===== src/rtl/poly_wave_generator.sv =====
// Polyphonic square-wave generator: keyed voices summed with saturation into one sample
// stream, paced by a sample divider and handed to the DAC FIFO via audio_out_allowed.
module poly_wave_generator #(
    parameter int unsigned NUM_VOICES = 8,
    parameter int unsigned DATA_WIDTH = 32,
    parameter int unsigned CNT_WIDTH  = 20,
    parameter logic [NUM_VOICES*CNT_WIDTH-1:0] HALF_PERIODS = {
        20'd47778, 20'd50619, 20'd56818, 20'd63776,
        20'd71586, 20'd75843, 20'd85131, 20'd95555
    },
    parameter int unsigned AMPLITUDE  = 268435455,
    parameter int unsigned SAMPLE_DIV = 1042
) (
    input  logic                         clock,
    input  logic                         resetn,
    input  logic [NUM_VOICES-1:0]        play,
    input  logic                         audio_out_allowed,
    input  logic                         clear_overrun,
    output logic signed [DATA_WIDTH-1:0] audio_out,
    output logic                         write_audio_out,
    output logic                         clear_audio_out_memory,
    output logic [NUM_VOICES-1:0]        active,
    output logic                         overrun
);

    localparam int unsigned SUM_WIDTH = DATA_WIDTH + $clog2(NUM_VOICES);
    localparam int unsigned DIV_WIDTH = $clog2(SAMPLE_DIV);

    localparam logic signed [SUM_WIDTH-1:0] AMP = SUM_WIDTH'(AMPLITUDE);
    localparam logic signed [SUM_WIDTH-1:0] SUM_MAX =
        {{(SUM_WIDTH-DATA_WIDTH+1){1'b0}}, {(DATA_WIDTH-1){1'b1}}};
    localparam logic signed [SUM_WIDTH-1:0] SUM_MIN =
        {{(SUM_WIDTH-DATA_WIDTH+1){1'b1}}, {(DATA_WIDTH-1){1'b0}}};
    localparam logic signed [DATA_WIDTH-1:0] OUT_MAX = {1'b0, {(DATA_WIDTH-1){1'b1}}};
    localparam logic signed [DATA_WIDTH-1:0] OUT_MIN = {1'b1, {(DATA_WIDTH-1){1'b0}}};
    localparam logic [DIV_WIDTH-1:0] DIV_LAST = DIV_WIDTH'(SAMPLE_DIV - 1);

    logic [NUM_VOICES-1:0] sync_q, active_q;
    logic [CNT_WIDTH-1:0]  cnt_q [NUM_VOICES];
    logic [NUM_VOICES-1:0] phase_q;

    logic signed [SUM_WIDTH-1:0]  sum;
    logic signed [DATA_WIDTH-1:0] mix_d, mix_q;
    logic signed [DATA_WIDTH-1:0] sample_d, sample_q;
    logic signed [DATA_WIDTH-1:0] audio_d, audio_q;
    logic [DIV_WIDTH-1:0]         div_d, div_q;
    logic pending_d, pending_q;
    logic overrun_d, overrun_q;
    logic write_d, write_q;
    logic clear_d, clear_q;
    logic any_q;
    logic tick, fall, issue;

    // Two-flop synchroniser for the asynchronous key inputs.
    always_ff @(posedge clock or negedge resetn) begin
        if (!resetn) begin
            sync_q   <= '0;
            active_q <= '0;
        end else begin
            sync_q   <= play;
            active_q <= sync_q;
        end
    end

    // Per-voice half-period counters; released keys park on the positive half.
    always_ff @(posedge clock or negedge resetn) begin
        if (!resetn) begin
            for (int i = 0; i < NUM_VOICES; i++) begin
                cnt_q[i] <= '0;
            end
            phase_q <= '0;
        end else begin
            for (int i = 0; i < NUM_VOICES; i++) begin
                if (!active_q[i]) begin
                    cnt_q[i]   <= '0;
                    phase_q[i] <= 1'b0;
                end else if (cnt_q[i] == HALF_PERIODS[i*CNT_WIDTH +: CNT_WIDTH] - 1'b1) begin
                    cnt_q[i]   <= '0;
                    phase_q[i] <= ~phase_q[i];
                end else begin
                    cnt_q[i] <= cnt_q[i] + 1'b1;
                end
            end
        end
    end

    always_comb begin
        sum = '0;
        for (int i = 0; i < NUM_VOICES; i++) begin
            if (active_q[i]) begin
                sum = phase_q[i] ? (sum - AMP) : (sum + AMP);
            end
        end
        if (sum > SUM_MAX) begin
            mix_d = OUT_MAX;
        end else if (sum < SUM_MIN) begin
            mix_d = OUT_MIN;
        end else begin
            mix_d = sum[DATA_WIDTH-1:0];
        end
    end

    assign tick  = (div_q == DIV_LAST);
    assign fall  = any_q & ~(|active_q);
    // A flush in progress suppresses the write so the FIFO starts empty.
    assign issue = pending_q & audio_out_allowed & ~write_q & ~fall;

    always_comb begin
        div_d     = tick ? '0 : div_q + 1'b1;
        sample_d  = sample_q;
        pending_d = pending_q;
        overrun_d = overrun_q;
        audio_d   = audio_q;
        write_d   = issue;
        clear_d   = fall;
        if (issue) begin
            audio_d   = sample_q;
            pending_d = 1'b0;
        end
        if (clear_overrun) begin
            overrun_d = 1'b0;
        end
        if (fall) begin
            pending_d = 1'b0;
        end else if (tick) begin
            sample_d  = mix_q;
            pending_d = 1'b1;
            if (pending_q && !issue) begin
                overrun_d = 1'b1;
            end
        end
    end

    always_ff @(posedge clock or negedge resetn) begin
        if (!resetn) begin
            div_q     <= '0;
            mix_q     <= '0;
            sample_q  <= '0;
            audio_q   <= '0;
            pending_q <= 1'b0;
            overrun_q <= 1'b0;
            write_q   <= 1'b0;
            clear_q   <= 1'b0;
            any_q     <= 1'b0;
        end else begin
            div_q     <= div_d;
            mix_q     <= mix_d;
            sample_q  <= sample_d;
            audio_q   <= audio_d;
            pending_q <= pending_d;
            overrun_q <= overrun_d;
            write_q   <= write_d;
            clear_q   <= clear_d;
            any_q     <= |active_q;
        end
    end

    assign audio_out              = audio_q;
    assign write_audio_out        = write_q;
    assign clear_audio_out_memory = clear_q;
    assign active                 = active_q;
    assign overrun                = overrun_q;

endmodule


===== config.mk =====
export PLATFORM = sky130hd
export DESIGN_NAME = poly_wave_generator
export DESIGN_NICKNAME = d
export VERILOG_FILES = /design/src/rtl/poly_wave_generator.sv
export SDC_FILE = /design/constraint.sdc
export NUM_CORES = 1
export LEC_CHECK = 0
export BUFFER_PORTS_ARGS = -buffer_cell sky130_fd_sc_hd__buf_2
export CAP_MARGIN = 20
export CELL_PAD_IN_SITES_DETAIL_PLACEMENT = 1
export CELL_PAD_IN_SITES_GLOBAL_PLACEMENT = 1
export CORE_ASPECT_RATIO = 1.1
export CORE_MARGIN = 5
export CORE_UTILIZATION = 46
export DETAILED_ROUTE_END_ITERATION = 8
export PLACE_DENSITY = 0.84
export SLEW_MARGIN = 20
export SYNTH_ARGS = -nofsm -noshare
export SYNTH_HDL_FRONTEND = slang
export SYNTH_SLANG_ARGS = --single-unit

===== constraint.sdc =====
create_clock -name clock -period 16.27 [get_ports clock]
set_clock_uncertainty 0.15 [all_clocks]
set_input_delay 4.0675 -clock clock [delete_from_list [all_inputs] [get_ports clock]]
set_output_delay 4.0675 -clock clock [all_outputs]
set_load 0.1 [all_outputs]

## Word level (Yosys, flattened, before mapping)

Cells that the tools add are included.

| storage, ports and cells | value |
|---|---|
| register bits after elaboration | 296 |
| bits of input ports | 12 |
| output and inout port bits | 43 |

| operators by class | value |
|---|---|
| add/subtract/negate cells | 23 |
| $lt $le $gt $ge | 2 |
| eq/ne operators | 17 |
| muxes and demuxes | 58 |
| bitwise gates (word level) | 15 |
| reduce and logical (&&, ||, !) cells | 5 |

Operators with widths:

| operator | count |
|---|---|
| 35-bit 2-to-1 mux | 16 |
| 20-bit 2-to-1 mux | 16 |
| 35-bit by 29-bit adder with 35-bit output (second input constant) | 7 |
| 35-bit by 29-bit subtractor with 35-bit output (second input constant) | 7 |
| 20-bit by 1-bit adder with 20-bit output (second input constant) | 8 |
| 20-bit by 16-bit == test with 1-bit output (second input constant) | 4 |
| 20-bit by 17-bit == test with 1-bit output (second input constant) | 4 |
| 32-bit 2-to-1 mux | 2 |
| 35-bit by 32-bit > comparator with 1-bit output (second input constant) | 1 |
| 35-bit by 32-bit less-than comparator with 1-bit output (second input constant) | 1 |
| 1-bit 2-to-1 mux | 23 |
| 2-bit by 1-bit != test with 1-bit output (second input constant) | 8 |
| 11-bit by 1-bit adder with 11-bit output (second input constant) | 1 |
| 11-bit == test (second input constant) | 1 |
| 11-bit 2-to-1 mux | 1 |
| 1-bit NOT | 11 |
| 8-bit OR reduction | 1 |
| 1-bit AND | 4 |
| 3-bit nonzero test | 1 |
| 2-bit AND reduction | 1 |
| 1-bit logical AND | 1 |
| 1-bit zero test | 1 |

## Logic depth before layout (Yosys ltp)

Gate-level depths: netlist of run 1.

| depth | value |
|---|---|
| depth in word-level cells | 26 |
| mapped depth | 67 |

## Worst setup path after synthesis of run 1

OpenSTA, ideal clock, no wires.

| timing path | value |
|---|---|
| kind | register to register |
| from | register active_q[0] (netlist: active[0]) |
| to | register mix_q[29] |
| arrival | 13.217 ns |
| required time | 15.990 ns |
| setup slack | 2.773 ns |
| stages on the path, launching flop included | 62 |
| buffers on the path | 5 |
| period minus slack after synthesis | 13.497 ns |
| path through | dfrtp_1 > inv_1 > nor2_1 > fa_1 > inv_1 > fa_1 > inv_1 > fa_1 > a21o_1 > ha_1 > clkbuf_1 > clkbuf_1 > o21ai_0 > and3b_1 > a21oi_1 > nor2_1 > ha_1 > clkbuf_1 > (+26 left out) > a21o_1 > a21oi_1 > o21ai_0 > a211oi_1 > xor2_1 > o21a_1 > inv_1 > ha_1 > a21oi_1 > o21ai_0 > a2111oi_0 > a21oi_1 > mux2i_1 > xor2_1 > xnor2_1 > o21a_1 > buf_2 > a21oi_1 |

| between the ends | value |
|---|---|
| longest elaborated chain between the ends | 25 |
| elaborated cells on any way between the ends | 33 |
| classes of those cells | add/sub: 14; order compare: 2; mux: 17 |

RTL lines:

| what | RTL line | text |
|---|---|---|
| from (decl) | 38 | `logic [NUM_VOICES-1:0] sync_q, active_q;` |
| from (signal assigned) | 61 | `active_q <= sync_q;` |
| 35-bit 2-to-1 mux (*) | 90 | `if (active_q[i]) begin` |
| 35-bit by 29-bit adder with 35-bit output / 35-bit by 29-bit subtractor with 35-bit output (equally long branches) | 91 | `sum = phase_q[i] ? (sum - AMP) : (sum + AMP);` |
| 35-bit 2-to-1 mux | 91 |  |
| 35-bit 2-to-1 mux (*) | 90 |  |
| 35-bit by 29-bit adder with 35-bit output / 35-bit by 29-bit subtractor with 35-bit output (equally long branches) | 91 |  |
| 35-bit 2-to-1 mux | 91 |  |
| 35-bit 2-to-1 mux (*) | 90 |  |
| 35-bit by 29-bit adder with 35-bit output / 35-bit by 29-bit subtractor with 35-bit output (equally long branches) | 91 |  |
| (+10 left out) | -- |  |
| 35-bit 2-to-1 mux (*) | 90 |  |
| 35-bit by 29-bit adder with 35-bit output / 35-bit by 29-bit subtractor with 35-bit output (equally long branches) | 91 |  |
| 35-bit 2-to-1 mux | 91 |  |
| 35-bit 2-to-1 mux (*) | 90 |  |
| 35-bit by 32-bit less-than comparator with 1-bit output | 96 | `end else if (sum < SUM_MIN) begin` |
| 32-bit 2-to-1 mux | 96 |  |
| 32-bit 2-to-1 mux (*) | 94 | `if (sum > SUM_MAX) begin` |
| net mix_d[29] | 43 | `logic signed [DATA_WIDTH-1:0] mix_d, mix_q;` |
| to (signal assigned) | 147 | `mix_q <= mix_d;` |
| to (decl) | 43 |  |

Mark *: on every way through the listed nets, which the timed path passes. The rest lies on a longest branch.
A chain may end at the register's enable or synchronous reset.

## Final worst setup path of run 1

| timing path | value |
|---|---|
| from | register active_q[0] (netlist: active[0]) |
| to | register mix_q[18] |

Same word-level chain as after synthesis.

==> results of run 1 <==
-- synth_stat cells, types with 5 or more instances --
| cell type | n |
|---|---|
| a41oi_1 | 5 |
| nand3_1 | 109 |
| mux2_2 | 123 |
| or4_1 | 5 |
| nor2_1 | 356 |
| nor3b_1 | 9 |
| o211ai_1 | 14 |
| clkbuf_1 | 92 |
| o21ai_0 | 163 |
| o22ai_1 | 6 |
| a2111oi_0 | 8 |
| or3_1 | 30 |
| and4_1 | 9 |
| a21o_1 | 90 |
| o31ai_1 | 15 |
| nor3_1 | 51 |
| or2_2 | 11 |
| o21ai_1 | 6 |
| nand4_1 | 61 |
| and3_1 | 51 |
| a2bb2oi_1 | 7 |
| a211o_1 | 17 |
| nand2_1 | 268 |
| a22oi_1 | 8 |
| o21bai_1 | 22 |
| a21boi_0 | 8 |
| nor2b_1 | 16 |
| nand2b_1 | 32 |
| nor4_1 | 18 |
| a211oi_1 | 21 |
| a31oi_1 | 40 |
| o31a_1 | 8 |
| mux2i_1 | 24 |
| nor4b_1 | 18 |
| and2_1 | 21 |
| inv_1 | 104 |
| xor2_1 | 158 |
| a21oi_1 | 267 |
| xnor2_1 | 141 |
| o221ai_1 | 7 |
| ha_1 | 202 |
| o21a_1 | 24 |
| dfrtp_1 | 296 |
| buf_1 | 11 |
| fa_1 | 14 |
-- cells by family (layout without fill, tap and decap cells) --
group,count (synthesis),count (layout),share of synthesized area (%)
AO/OA/AOI/OAI,788,788,19.5
multiplexers,147,147,6.40
XOR/XNOR,302,302,10.6
flip-flops,296,296,29.2
adder cells (fa/ha/maj),216,216,11.1
AND/OR/NAND/NOR,1076,1076,20.0
buffers and inverters,214,242,3.26
-- repair_timing --
action                                 CTS  global route
resized for setup                        0             4
setup endpoints to repair                0            31
buffers inserted                         0             0
endpoints found under the hold margin    0             0
-- sequential cells by signal, summed over array words and instances (netlist names) --
signal and count:
div_q 11, pending_q 1, cnt_q 160, audio_out 32, mix_q 32, sync_q 8, clear_audio_out_memory 1, overrun 1
write_audio_out 1, sample_q 32, active 8, phase_q 8, any_q 1
-- stage by stage --
stage / area, µm² / setup slack (ns)
after floorplan: 25400 / 2.77
after CTS: 27600 / 0.325
final: 27600 / 1.19
after detailed placement: 26300 / 0.537
after global routing: 27600 / 0.124
after global placement: 26300 / 1.36
-- critical path, delay by kind of cell, from the launching register on --
kind                     cells  cell delay [ns]
AO/OA/AOI/OAI               30             7.02
buffers and inverters        4             0.40
multiplexers                 4             1.04
AND/OR/NAND/NOR              4             0.79
flip-flops                   1             0.52
XOR/XNOR                     6             1.29
adder cells (fa/ha/maj)      9             3.65
-- power groups by stage --
stage,clock (mW),combinational [mW],sequential [mW]
detailed placement,0,2.19,0.820
finish,0.842,2.25,0.807
CTS,0.863,2.23,0.807
global route,0.891,2.47,0.810
floorplan,0,1.68,0.815
global placement,0,2.07,0.817
-- area by class of cell --
cell class,count,share of cell area (%)
flip-flops and latches,296,26.9
clock inverters,13,0.676
inverters,105,1.43
multi-input cells,2529,62.3
clock buffers,51,3.80
repair buffers,73,1.58
well taps,736,3.34
-- routing by layer --
layer	track usage [%]	up-vias	wire, µm
li1	-	10900	-
met1	32.4	11500	33800
met2	44.4	347	38700
met3	2.39	141	2000
met4	7.95	0	2470
met5	0	-	0
-- final timing paths --
check	slack [ns]	from	depth (start not counted)	to
hold reg to reg	0.19	sync_q[1]$_DFF_PN0_	0	active[1]$_DFF_PN0_
hold / removal	0.19	sync_q[1]$_DFF_PN0_	0	active[1]$_DFF_PN0_
min in group asynchronous	3.34	resetn	1	cnt_q[123]$_DFF_PN0_
setup reg to reg	1.19	active[0]$_DFF_PN0_	57	mix_q[18]$_DFF_PN0_
max in group asynchronous	10.52	resetn	3	cnt_q[15]$_DFF_PN0_
setup / recovery	1.19	active[0]$_DFF_PN0_	57	mix_q[18]$_DFF_PN0_
==> impl_results.md, run 1 <==
- Psw: 1.70 mW
- Max incr delay on CP: 0.64 ns
- Crit Path Class: reg -> reg
- Final Hold Viols: 0
- Worst hold slack: 0.194 ns
- Finished Layout Cells: around 3800
- CTS tree: built
- Sequential power share: approximately a fifth
- Dominant synthesized flop cell: dfrtp_1
- Total power: 3.90 mW
- Most frequent cells in the layout: nor2_1, dfrtp_1, nand2_1
- Outcome: finished, final reports clean
- PwrDens: 141 nW/µm²
- Power share of the combinational group: 57.7%
- RePlAce Congestion: 0.922
- N_diodes: 0
- Ports: 55
- Sequential Area: approximately 7400 µm²
- Setup crit end kind: flop
- Clock network fraction of total power: 21.6%
- Initial Utilization: 46.3%
- Placed insts: roughly 3700
- GR Overflow Total: 0
- Slowest cell on crit path: ha_2
- Initial DRC count: 1219
- H-Tree Level Count: 2
- Syn Area/Cell: between 8 and 9 µm²
- CTS root buf: clkbuf_16
- Die X: 234 µm
- Final setup violation count: 0
- Pint: 2.20 mW
- Synth Warn #: 0
- Clock latency on the worst-skew pair: 0.55 ns
- Clock transition at path regs: 0.06 ns
- WP data required: 16.52 ns
- GRT Overall Usage: 25.2%
- Vias in the first global route: 24300
- Most common cell after layout, fill and taps aside: nor2_1
- Critical path launch point type: flop
- Fin util: 50.3%
- Layout cell share with drive strength beyond 1: 9.65%
- CTS buffer count: 35
- DIE HEIGHT: roughly 260 µm
- Switch share: between 40% and 50%
- First-pass GRT wire length: about 130 mm
- Worst-path maximum fanout: 31
- Cells after synthesis: 3039
- Async S/R FF share, synth: 100%
- Area share of the largest cell type after synthesis: 29.2%
- # port buffers: 54
- Vias per Instance: 6.02
- Iteration count of the initial detailed-routing pass: 6
- Antenna Violating Nets Remaining: 0
- Area Growth Syn to Fin: 8.61%
- Nets: 3268
- Initial antenna violation count: 0
- Die area: 60000 µm²
- Most used cell, CP: a21oi_1
- Post-route minimum period: around 15 ns
- Core ar.: 54800 µm²
- Synthesized area: 25400 µm²
- VDD IR max: 103 µV
- Filler cells: 6593
- P_leak: roughly 12 nW
- Max Freq: between 0.06 and 0.07 GHz
- Post-route DRC violation count: 0
- Row Count: 90
- Routed WL per cell: slightly above 20 µm
- Via count of the routed design: 22900
- RSZ-0062 raised after global routing: false
- Hold buffers post-CTS: 0
- Post-synthesis sequential area ratio: 29.2%
- Pins Over Slew Limit: 0
- Min-Delay Path Class: reg -> reg
- Routed wire length: 76.9 mm
- Yosys cell types: 84
- Clock tree buffer depth: 3
- Dpl hpwl: 57.2 mm
- Max Cap Violations: 0
- Worst EP arrival: ~15 ns
- Ranking of synthesized cells by area: dfrtp_1, ha_1, mux2_2, xor2_1, a21oi_1
- Worst-Margin Slew: about 1.1 ns
- FF+latch count, synth: 296
- Number of synthesized flops with an enable pin: 0
- Multi-input combinational cell area: around 17000 µm²
- Synth area leader: dfrtp_1
- Sink Count: 296
- Largest net degree at the start of global routing: 148
- Worst slew margin: 29.3%
- Net Count, Synth: 3267
- Crit share post-route: between 90 and 100%
- Setup_tns: 0 ns
(Power assumes the default switching activity.)
==> run 2: changes to the inputs <==
--- a/config.mk
+++ b/config.mk
@@ -5,15 +5,17 @@
 export SDC_FILE = /design/constraint.sdc
 export NUM_CORES = 1
 export LEC_CHECK = 0
+export ABC_AREA = 1
 export BUFFER_PORTS_ARGS = -buffer_cell sky130_fd_sc_hd__buf_2
 export CAP_MARGIN = 20
 export CELL_PAD_IN_SITES_DETAIL_PLACEMENT = 1
 export CELL_PAD_IN_SITES_GLOBAL_PLACEMENT = 1
 export CORE_ASPECT_RATIO = 1.1
-export CORE_MARGIN = 5
+export CORE_MARGIN = 2
 export CORE_UTILIZATION = 46
+export CTS_CLUSTER_DIAMETER = 200
 export DETAILED_ROUTE_END_ITERATION = 8
-export PLACE_DENSITY = 0.84
+export PLACE_DENSITY = 0.88
 export SLEW_MARGIN = 20
 export SYNTH_ARGS = -nofsm -noshare
 export SYNTH_HDL_FRONTEND = slang
==> impl_results.md, run 2 <==
- Outcome: finished, final reports clean
- Top post-synthesis cells by count: nand2_1, inv_1, nor2_1, a21oi_1, dfrtp_1
- Routed WL per cell: 18.4 µm (-9.0%)
- Most frequent cells in the layout: nand2_1, inv_1, nor2_1
- FF+latch count, synth: 296 (unchanged)
- DIE HEIGHT: 258 µm (+0.77%)
- Reg2reg path depth: 73 (+28%)
- Vias per Instance: 5.63 (-6.5%)
- CTS tree: built
- Die X: 235 µm (+0.53%)
- Sequential power share: 14.2% (-6.5 points)
- Area Growth Syn to Fin: 8.30%
- CTS root buf: clkbuf_16
- Finished Layout Cells: 4938 (+30%)
- Row Count: 93 (+3.3%)
- Nets: 4382 (+34%)
- Routed wire length: 90.9 mm (+18%)
- Psw: 3.11 mW (+83%)
- Switch share: 54.0% (+10 points)
- Initial Utilization: 46.4% (about the same)
- Worst slew margin: 34.4% (+5.1 points)
- Post-synthesis sequential area ratio: 27.4% (-1.8 points)
- Max Cap Violations: 0 (unchanged)
- Crit share post-route: 89.9% (-2.7 points)
- Clock latency on the worst-skew pair: 0.57 ns (+0.02 ns)
- Max incr delay on CP: 0.66 ns (+0.02 ns)
- Top reg by flops: cnt_q
- Pint: 2.65 mW (+21%)
- Hold buffers post-CTS: 0 (unchanged)
- Met1 WL: 39.0 mm (+15%)
- Initial DRC count: 1256 (+3.0%)
- GRT Overall Usage: 29.6% (+4.5 points)
- Clock transition at path regs: 0.06 ns (about the same)
- VDD IR max: 108 µV (+4.5%)
- Ranking of synthesized cells by area: dfrtp_1, nand2_1, ha_1, inv_1, nor2_1
- First-pass GRT wire length: 148 mm (+17%)
- Max Freq: 0.0684 GHz (+3.1%)
- Count leader, synth: nand2_1
- Most common cell after layout, fill and taps aside: nand2_1
- Layout cell share with drive strength beyond 1: 5.65% (-4.0 points)
- Synth Warn #: 0 (unchanged)
- Dominant synthesized flop cell: dfrtp_1
- Placed insts: 4878 (+30%)
- Net Count, Synth: 4343 (+33%)
- Post-CTS setup buffers: 0 (unchanged)
- Largest net degree at the start of global routing: 85 (-43%)
- Final setup violation count: 0 (unchanged)
- Syn Area/Cell: 6.58 µm² (-21%)
- Met2 Wirelength: 46.0 mm (+19%)
- Critical path launch point type: flop
- Clock tree buffer depth: 3 (unchanged)
- Setup_tns: 0 ns (unchanged)
- N_diodes: 0 (unchanged)
- Area share of the largest cell type after synthesis: 27.4% (-1.8 points)
- Metal3 WL: 2.79 mm (+39%)
- Yosys cell types: 60 (-29%)
- R2r setup slk: 1.64 ns (+0.45 ns)
- Async S/R FF share, synth: 100% (unchanged)
- P_leak: 14.3 nW (+17%)
- # port buffers: 54 (unchanged)
- Dpl hpwl: 70.8 mm (+24%)
- H-Tree Level Count: 2 (unchanged)
- Cells after synthesis: 4115 (+35%)
- GR Overflow Total: 0 (unchanged)
- Crit Path Class: reg -> reg
- Max Used Layer: met4
- Sink Count: 296 (unchanged)
- Final Hold Viols: 0 (unchanged)
- Cts repair resizes: 0 (unchanged)
- Post-route DRC violation count: 0 (unchanged)
- Clock network fraction of total power: 14.0% (-7.6 points)
- Vias in the first global route: 29200 (+20%)
- RePlAce Congestion: 1.01 (+9.0%)
- Antenna Violating Nets Remaining: 0 (unchanged)
- Post-route minimum period: 14.63 ns (-0.446 ns)
- CTS buffer count: 34 (-2.9%)
- Power share of the combinational group: 71.7% (+14 points)
- Initial antenna violation count: 0 (unchanged)
- Synth area leader: dfrtp_1
- Die area: 60800 µm² (+1.3%)
- WHS Path Cells: 0 (unchanged)
- Ports: 55 (unchanged)
- Worst-path maximum fanout: 31 (unchanged)
- Pins Over Slew Limit: 0 (unchanged)
- Number of synthesized flops with an enable pin: 0 (unchanged)
- PwrDens: 196 nW/µm² (+39%)
- Worst-Margin Slew: 0.985 ns (-0.0694 ns)
- Core ar.: 58400 µm² (+6.5%)
- Via count of the routed design: 27800 (+21%)
- Worst EP arrival: 14.87 ns (-0.46 ns)
- Min-Delay Path Class: reg -> reg
- Most used cell, CP: nand2_1
- Slowest cell on crit path: dfrtp_1
- WP data required: 16.51 ns (about the same)
- Iteration count of the initial detailed-routing pass: 5 (-1)
- Max reg flops: 160 (unchanged)
- Setup crit end kind: flop
- RSZ-0062 raised after global routing: false
- Fin util: 50.2% (-0.11 points)
- Synthesized area: 27100 µm² (+6.6%)
run 2: cell families (layout without fill, tap and decap cells):
logic type               Yosys count  count (layout)  synth area share, %
multiplexers                      33              33                 1.37
flip-flops                       296             296                 27.4
AND/OR/NAND/NOR                 2173            2173                 34.3
XOR/XNOR                         135             135                 4.37
buffers and inverters            580             643                 8.30
adder cells (fa/ha/maj)          216             216                 10.4
AO/OA/AOI/OAI                    682             682                 14.0
run 2: metrics by stage:
stage	cell area, µm²	power (mW)	setup slack (ns)	hold slack, ns
finish	29300	5.76	1.64	0.197
global route	29300	6.28	0.393	0.204
CTS	29300	5.72	1.86	0.200
detailed placement	28100	4.82	2.02	0.186
global placement	28100	4.70	2.48	0.183
floorplan	27100	3.82	4.35	0.181
run 2: power by group through the flow:
stage                     sequential [mW]  combinational, mW  clock, mW
after floorplan                     0.826               3.00          0
after global placement              0.826               3.88          0
after detailed placement            0.831               3.99          0
after CTS                           0.820               4.07      0.829
after global routing                0.823               4.60      0.857
final                               0.819               4.13      0.809
run 2: final timing paths:
kind | startpoint | to
max | phase_q[1]$_DFFE_PN0P_ | mix_q[29]$_DFF_PN0_
min | sync_q[4]$_DFF_PN0_ | active[4]$_DFF_PN0_
max reg2reg | phase_q[1]$_DFFE_PN0P_ | mix_q[29]$_DFF_PN0_
min reg2reg | sync_q[4]$_DFF_PN0_ | active[4]$_DFF_PN0_
max in group asynchronous | resetn | mix_q[14]$_DFF_PN0_
min in group asynchronous | resetn | cnt_q[119]$_DFF_PN0_
run 2: cell type report:
class | count | area [µm²]
clock buffers | 44 | 958
clock inverters | 16 | 221
fillers | 7953 | 29100
inverters | 507 | 1910
multi-input cells | 3239 | 17400
flip-flops and latches | 296 | 7410
well taps | 760 | 951
repair buffers | 76 | 445
run 2: worst max-delay path: cells and delay by family, from the launching register on:
kind	cells	cell delay (ns)
compound gates	10	1.64
fa+ha+maj	9	3.51
buf+inv	14	1.39
simple gates	38	6.84
xor+xnor	2	0.23
flops	1	0.66
run 2: per-layer routing:
layer,global-route usage (%),up-vias
met2,55.3,478
met3,2.96,185
met1,35.5,13500
met4,10.2,0
li1,-,13600
met5,0,-
==> run 3: changes to the inputs <==
--- a/config.mk
+++ b/config.mk
@@ -13,6 +13,7 @@
 export CORE_ASPECT_RATIO = 1.1
 export CORE_MARGIN = 2
 export CORE_UTILIZATION = 46
+export CTS_BUF_LIST = sky130_fd_sc_hd__clkbuf_8
 export CTS_CLUSTER_DIAMETER = 200
 export DETAILED_ROUTE_END_ITERATION = 8
 export PLACE_DENSITY = 0.88
==> impl_results.md, run 3 (synthesized netlist as in run 2, its figures left out) <==
- Clock tree buffer depth: 3 (unchanged)
- Worst slew margin: 33.9% (-0.42 points)
- Core ar.: 58400 µm² (unchanged)
- Most common cell after layout, fill and taps aside: nand2_1
- Die X: 235 µm (unchanged)
- Iteration count of the initial detailed-routing pass: 7 (+2)
- Final setup violation count: 0 (unchanged)
- GRT Overall Usage: 29.1% (-0.56 points)
- Post-CTS setup buffers: 0 (unchanged)
- Top reg by flops: cnt_q
- GR Overflow Total: 0 (unchanged)
- WP data required: 16.59 ns (+0.08 ns)
- VDD IR max: 96.5 µV (-11%)
- # port buffers: 54 (unchanged)
- Total power: 5.54 mW (-3.8%)
- Post-route DRC violation count: 0 (unchanged)
- Initial Utilization: 46.4% (unchanged)
- Max Freq: 0.0690 GHz (+0.95%)
- Area Growth Syn to Fin: 7.50%
- Worst EP arrival: 14.81 ns (-0.06 ns)
- H-Tree Level Count: 2 (unchanged)
- Initial antenna violation count: 2 (+2)
- P_leak: 14.3 nW (about the same)
- CTS tree: built
- Initial DRC count: 1197 (-4.7%)
- Most frequent cells in the layout: nand2_1, inv_1, nor2_1
- Setup_tns: 0 ns (unchanged)
- Worst path top cell family by delay: simple AND/OR/NAND/NOR gates
- Worst-Margin Slew: 0.991 ns (+0.00629 ns)
- Pins Over Slew Limit: 0 (unchanged)
- Clock transition at path regs: 0.06 ns (about the same)
- Crit Path Class: reg -> reg
- Die area: 60800 µm² (unchanged)
- Layout cell share with drive strength beyond 1: 5.87% (+0.22 points)
- Max Cap Violations: 0 (unchanged)
- RSZ-0062 raised after global routing: false
- Outcome: finished, final reports clean
- WP buf/inv: 14 (unchanged)
- Routed wire length: 88.9 mm (-2.2%)
- Max reg flops: 160 (unchanged)
- Cts repair resizes: 0 (unchanged)
- Post-DP Area: 28100 µm² (unchanged)
- Nets: 4399 (+0.39%)
- Filler cells: 7973 (+0.25%)
- Crit share post-route: 89.1% (-0.85 points)
- Hold buffers post-CTS: 0 (unchanged)
- DIE HEIGHT: 258 µm (unchanged)
- CTS buffer count: 51 (+50%)
- Worst hold slack: 0.181 ns (-0.0152 ns)
- Fin area: 29100 µm² (-0.74%)
- Vias in the first global route: 29200 (-0.15%)
- Ports: 55 (unchanged)
- Sink Count: 296 (unchanged)
- Max incr delay on CP: 0.68 ns (+0.02 ns)
- Via count of the routed design: 27700 (-0.46%)
- Worst-path maximum fanout: 31 (unchanged)
- Routed WL per cell: 17.9 µm (-2.9%)
- Vias per Instance: 5.56 (-1.1%)
- Setup crit end kind: flop
- Dpl hpwl: 70.8 mm (unchanged)
- RePlAce Congestion: 1.01 (unchanged)
- Post-route minimum period: 14.49 ns (-0.138 ns)
- Row Count: 93 (unchanged)
- Min-Delay Path Class: reg -> reg
- Most used cell, CP: nand2_1
- CTS root buf: clkbuf_8
- Largest net degree at the start of global routing: 85 (unchanged)
- First-pass GRT wire length: 146 mm (-1.8%)
- Final Hold Viols: 0 (unchanged)
- PwrDens: 190 nW/µm² (-3.1%)
- Critical path launch point type: flop
- Antenna Violating Nets Remaining: 0 (unchanged)
- Clock latency on the worst-skew pair: 0.65 ns (+0.08 ns)
- Slowest cell on crit path: dfrtp_1
## run 3: cell count changes in the layout (fill, tap and decap cells not counted), moves of 3 or more
cell / previous run / this run
bufinv_16: 3 / 0
clkbuf_1: 3 / 0
clkbuf_16: 34 / 0
clkbuf_8: 7 / 57
inv_1: 495 / 519
## run 3: layer usage
metal,share of wire (%),up-vias,global-route usage (%)
met5,0.015,-,0
met4,3.6,2,10.5
met3,3.6,186,3.50
met2,50,477,53.7
met1,43,13400,34.7
li1,-,13600,-
## run 3: report_power, final
part | total [mW] | switching (mW) | internal (mW) | leakage, nW
sequential | 0.819 | 0.0283 | 0.791 | 3.95
clock | 0.650 | 0.326 | 0.324 | 0.583
combinational | 4.07 | 2.68 | 1.39 | 9.81
## run 3: cell type report
type / instances / area (µm²) / share of cell area, %
tap: 760 / 951 / 3.27
multi-input combinational: 3239 / 17400 / 59.9
timing repair buffer: 76 / 445 / 1.53
antenna: 1 / 2.50 / 0.00860
sequential: 296 / 7410 / 25.4
clock buffer: 57 / 785 / 2.69
clock inverter: 35 / 176 / 0.606
inverter: 507 / 1910 / 6.55
## run 3: path summary, 6_finish.rpt
path,start,end,slack (ns),depth (start not counted)
setup reg to reg,phase_q[1]$_DFFE_PN0P_,mix_q[28]$_DFF_PN0_,1.78,73
setup / recovery,phase_q[1]$_DFFE_PN0P_,mix_q[28]$_DFF_PN0_,1.78,73
hold / removal,sync_q[7]$_DFF_PN0_,active[7]$_DFF_PN0_,0.18,0
max in group asynchronous,resetn,mix_q[31]$_DFF_PN0_,10.49,3
min in group asynchronous,resetn,cnt_q[118]$_DFF_PN0_,3.26,1
hold reg to reg,sync_q[7]$_DFF_PN0_,active[7]$_DFF_PN0_,0.18,0
## run 3: metrics by stage
stage	setup slack, ns	std cells	util, %
after floorplan	4.35	4115	-
after global placement	2.48	4878	48.2
after detailed placement	2.02	4878	48.2
after CTS	1.93	4970	49.8
after global routing	0.587	4971	49.8
final	1.78	4971	49.8
